File: src/rtl/alu_sel_arbiter.sv
// Round-robin arbiter sharing one ALU result path among 8 requesters.
// Grants one requester at a time, pulses start, waits for alu_done (or timeout), then acks.
module alu_sel_arbiter #(
    parameter int TIMEOUT = 16
) (
    input  logic       clk,
    input  logic       rst,
    input  logic [7:0] req,
    input  logic       alu_done,
    output logic [2:0] sel,
    output logic [7:0] gnt,
    output logic       start,
    output logic [7:0] ack,
    output logic       err,
    output logic       busy
);

    typedef enum logic [1:0] {ST_IDLE, ST_BUSY, ST_DONE} state_t;

    state_t     state_reg, state_next;
    logic [2:0] ptr_reg, ptr_next;
    logic [2:0] sel_reg, sel_next;
    logic [7:0] gnt_reg, gnt_next;
    logic [7:0] ack_reg, ack_next;
    logic       start_reg, start_next;
    logic       err_reg, err_next;
    logic       busy_reg, busy_next;
    logic [7:0] cnt_reg, cnt_next;

    logic [2:0] rot_idx [8];
    logic [7:0] req_rot;
    logic [2:0] win_off;
    logic [2:0] winner;
    logic       timeout_hit;

    // Rotate requests so bit 0 is the requester at ptr; the lowest set bit then wins.
    generate
        for (genvar gi = 0; gi < 8; gi++) begin : g_rot
            assign rot_idx[gi] = ptr_reg + 3'(gi);
            assign req_rot[gi] = req[rot_idx[gi]];
        end
    endgenerate

    always_comb begin
        win_off = 3'd0;
        for (int i = 7; i >= 0; i--) begin
            if (req_rot[i]) win_off = 3'(i);
        end
    end

    assign winner      = ptr_reg + win_off;
    assign timeout_hit = (cnt_reg == 8'(TIMEOUT - 1));

    always_ff @(posedge clk) begin
        if (rst) begin
            state_reg <= ST_IDLE;
            ptr_reg   <= 3'd0;
            sel_reg   <= 3'd0;
            gnt_reg   <= 8'd0;
            ack_reg   <= 8'd0;
            start_reg <= 1'b0;
            err_reg   <= 1'b0;
            busy_reg  <= 1'b0;
            cnt_reg   <= 8'd0;
        end else begin
            state_reg <= state_next;
            ptr_reg   <= ptr_next;
            sel_reg   <= sel_next;
            gnt_reg   <= gnt_next;
            ack_reg   <= ack_next;
            start_reg <= start_next;
            err_reg   <= err_next;
            busy_reg  <= busy_next;
            cnt_reg   <= cnt_next;
        end
    end

    always_comb begin
        state_next = state_reg;
        case (state_reg)
            ST_IDLE: if (|req) state_next = ST_BUSY;
            ST_BUSY: if (alu_done || timeout_hit) state_next = ST_DONE;
            ST_DONE: state_next = ST_IDLE;
            default: state_next = ST_IDLE;
        endcase
    end

    // Next values of the registered outputs, decided from the current state.
    always_comb begin
        sel_next   = sel_reg;
        ptr_next   = ptr_reg;
        gnt_next   = 8'd0;
        ack_next   = 8'd0;
        start_next = 1'b0;
        err_next   = 1'b0;
        busy_next  = 1'b0;
        cnt_next   = cnt_reg;
        case (state_reg)
            ST_IDLE: begin
                if (|req) begin
                    sel_next   = winner;
                    gnt_next   = 8'b1 << winner;
                    start_next = 1'b1;
                    busy_next  = 1'b1;
                    cnt_next   = 8'd0;
                end
            end
            ST_BUSY: begin
                busy_next = 1'b1;
                if (cnt_reg != 8'(TIMEOUT)) cnt_next = cnt_reg + 8'd1;
                if (alu_done || timeout_hit) begin
                    ack_next = gnt_reg;
                    err_next = ~alu_done;
                    ptr_next = sel_reg + 3'd1;
                end else begin
                    gnt_next = gnt_reg;
                end
            end
            default: ;
        endcase
    end

    assign sel   = sel_reg;
    assign gnt   = gnt_reg;
    assign ack   = ack_reg;
    assign start = start_reg;
    assign err   = err_reg;
    assign busy  = busy_reg;

endmodule

File: config.mk
export PLATFORM = sky130hd
export DESIGN_NAME = alu_sel_arbiter
export DESIGN_NICKNAME = d
export VERILOG_FILES = /design/src/rtl/alu_sel_arbiter.sv
export SDC_FILE = /design/constraint.sdc
export NUM_CORES = 1
export LEC_CHECK = 0
export BUFFER_PORTS_ARGS = -buffer_cell sky130_fd_sc_hd__buf_2
export CAP_MARGIN = 20
export CELL_PAD_IN_SITES_DETAIL_PLACEMENT = 1
export CELL_PAD_IN_SITES_GLOBAL_PLACEMENT = 2
export CORE_AREA = 2 2 81 83
export DETAILED_ROUTE_END_ITERATION = 8
export DIE_AREA = 0 0 83 85
export GPL_TIMING_DRIVEN = 0
export PLACE_DENSITY_LB_ADDON = 0.1
export SLEW_MARGIN = 20
export SYNTH_ARGS = -nofsm -noshare
export SYNTH_HDL_FRONTEND = slang
export SYNTH_SLANG_ARGS = --single-unit
File: constraint.sdc
create_clock -name clk -period 5 [get_ports clk]
set_clock_uncertainty 0.2 [all_clocks]
set_input_delay 1 -clock clk [delete_from_list [all_inputs] [get_ports clk]]
set_output_delay 1 -clock clk [all_outputs]
set_load 0.005 [all_outputs]
==> out/qor.yml <==
logic_synthesis:
  ys.flop_type: "dfxtp_1"
  yosysTopAreaCellShare_pct: 33.0
  avgSynthCellArea_um2: 9.61
  synth_cells: 221
  ys_async_sr_fraction_pct: 0
  netlist_area_mm2: 0.00212
  synth_edf_count: 0
  synth_warnings: 0
  yosysSeqAreaShare_pct: 33.0
  netlist_top_cells_area: "dfxtp_1 33%, mux4_1 7.4%, mux4_2 6.4%"
  syn_nets: 239
  synth.distinct_cells: 49
  synth_top_area_cell: "dfxtp_1"
  synth_seq_cells: 35
final_layout:
  layout.cells.non_filler: 336
  nNetsFinal: 278
  num_antenna_cells: 0
  fill_cells: 755
  syn_to_final_growth_pct: 15.7
  drive_above_1_share_pct: 25.1
floorplan:
  die_w_um: 83
  rows: 29
  initial_core_util_pct: 34.2
  die_y_um: 85
  dieArea_mm2: 0.00706
  core_region_area_mm2: 0.00620
  pin_count: 33
cts:
  cts.path.max_buffers: 2
  postCtsSetupBuffers: 0
  htreeDepth: 2
  cts_sinks: 35
  cts_root_buf: "clkbuf_8"
  post_cts_resize_count: 0
  path_clk_slew_ns: 0.07
  cts_made_buffers: 5
  cts_tree: "built"
  ctsHoldBuffers: 0
  clk_latency_ns: 0.28
global_routing:
  antenna_found_initial: 0
  grt_first_pass_wirelength_um: 8890
  grt_usage_pct: 15.5
  grt_max_degree: 11
  grt_pass1_vias: 1813
  grt_overflow: 0
placement:
  portBuffers: 32
  place_congestion: 0.698
  dp_hpwl_um: 4070
  dp_cells: 330
drt:
  first_pass_iters: 4
  viasPerCell: 5.25
  wire_per_inst_um: 15.2
  drt_wl_total_um: 5100
  postRouteAntennaNets: 0
  route.detailed.drc: 0
  num_vias: 1765
  drt-initial-drc-count: 48
run_status:
  status: "finished, final reports clean"
setup_path:
  crit_type: "reg2reg"
  slowest_stage: "fa_1"
  slowest_delay_ns: 0.55
  crit_family: "simple AND/OR/NAND/NOR gates"
  critPathLaunchType: "flip-flop"
  critPathMaxFanout: 10
  cp_num_buf_inv: 4
  path_cells: "buf_6 > inv_2 > ha_1 > buf_2 > mux4_2 > mux2_2 > nand2b_1 > buf_2 > a32o_1 > a22oi_1 > fa_1 > or3b_2 > nor2_1 > nand3_1 > nand3_1"
  arrival_ns: 4.39
  cp-end-kind: "flip-flop"
  critical_path_required_ns: 5.02
timing:
  finalHoldViolCount: 0
  worstMarginPinSlew_ns: 0.925
  drv_slew: 0
  setup_tns_ns: 0
  relSlewSlack_pct: 37.7
  setup_viol: 0
  timing.final.crit_period_ns: 4.37
  hold-worst-slack_ns: 0.281
  max_freq_mhz: 229
  rsz0062_at_grt: "no"
  period_share_pct: 87.4
power:
  power.density_mw_per_mm2: 313
  p_leak_nw: 0.978
  ir_worst_vdd_mv: 0.146
min_path:
  hp-class: "reg2reg"
job:
  maxCapViolCount: 0
placed cells by master (no fill, tap or decap), types with 2 or more instances in the layout:
cell type and n:
mux2i_1 7, nor3_1 4, a211oi_1 2, nand3_1 20, nand3b_1 2, a22oi_1 2, mux4_1 6, nand4_1 2
or2_2 2, a21oi_1 3, nand2b_1 3, dfxtp_1 35, inv_1 7, o21ai_1 6, clkbuf_8 5, buf_2 35
buf_6 2, nand2_1 14, o21ai_0 3, ha_1 6, nor2b_1 6, nor2_1 31, and2_1 8, nor4_1 2
xor2_1 7, xnor2_1 5, mux4_2 6, clkbuf_1 5
stage by stage:
| step | total power [W] | area, µm² | worst slack, ns | util [%] |
|---|---|---|---|---|
| after floorplan | 0.000519 | 2120 | 0.982 | - |
| after detailed placement | 0.000594 | 2380 | 0.492 | 38.4 |
| after global placement | 0.000589 | 2380 | 0.493 | 38.4 |
| final | 0.000770 | 2460 | 0.628 | 39.6 |
| after global routing | 0.000827 | 2460 | 0.332 | 39.6 |
| after CTS | 0.000782 | 2450 | 0.567 | 39.5 |
layout make-up:
cell class                      instances  area, µm²  share of cell area, %
Buffer                                 11       63.8                   2.60
Clock buffer                            6       72.6                   2.95
Inverter                                8       30.0                   1.22
Multi-Input combinational cell        167       1340                   54.3
Sequential cell                        35        701                   28.5
Tap cell                               77       96.3                   3.92
Timing Repair Buffer                   32        160                   6.51
final timing paths:
| check | depth (start not counted) | to | slack (ns) | start |
|---|---|---|---|---|
| max | 15 | gnt[6] | 0.63 | ptr_reg[0] |
| min reg2reg | 2 | gnt[3] | 0.28 | gnt[3] |
| min | 2 | gnt[3] | 0.28 | gnt[3] |
| max reg2reg | 15 | gnt[6] | 0.63 | ptr_reg[0] |
synth_stat cells, types with 2 or more instances:
library cell  number
or2_2              2
and2_1             8
xor2_1             7
nand2_1           14
nor4_1             2
o21ai_1            6
clkbuf_1           4
nand2b_1           3
inv_1              7
nor2b_1            6
buf_6              2
dfxtp_1           35
ha_1               6
xnor2_1            5
nand4_1            2
mux4_1             6
o21ai_0            3
nand3_1           20
mux2i_1            7
nor3_1             5
a22oi_1            2
buf_2              3
mux4_2             6
nand3b_1           2
a21oi_1            3
nor2_1            31
a211oi_1           2
worst register-to-register path, stage by stage (launching register included):
cell and delay (ns):
dfxtp_1 0.40, buf_6 0.18, inv_2 0.11, ha_1 0.30
buf_2 0.19, mux4_2 0.37, mux2_2 0.32, nand2b_1 0.17
buf_2 0.20, a32o_1 0.21, a22oi_1 0.28, fa_1 0.55
or3b_2 0.49, nor2_1 0.14, nand3_1 0.10, nand3_1 0.09
power by group:
part,total (W),internal [W],switching (W)
sequential,0.000313,0.000299,0.0000143
clock,0.000184,0.0000927,0.0000915
combinational,0.000273,0.000119,0.000154
total,0.000770,0.000511,0.000259
cells by family (layout without fill, tap and decap cells):
logic type,count (synthesis),in the layout,share of synthesized area [%]
multiplexers,22,22,19.3
adder cells (fa/ha/maj),7,7,4.48
AO/OA/AOI/OAI,26,26,10.2
flip-flops,35,35,33.0
buffers and inverters,19,57,4.42
XOR/XNOR,12,12,4.95
AND/OR/NAND/NOR,100,100,23.6
metal layers:
layer	global-route usage, %	wire [µm]	vias up
li1	-	-	871
met1	19.3	2380	856
met2	27.2	2470	32
met3	2.72	161	6
met4	5.37	80	0
met5	0	0	-
No activity file was read; power rests on OpenSTA's default activity.
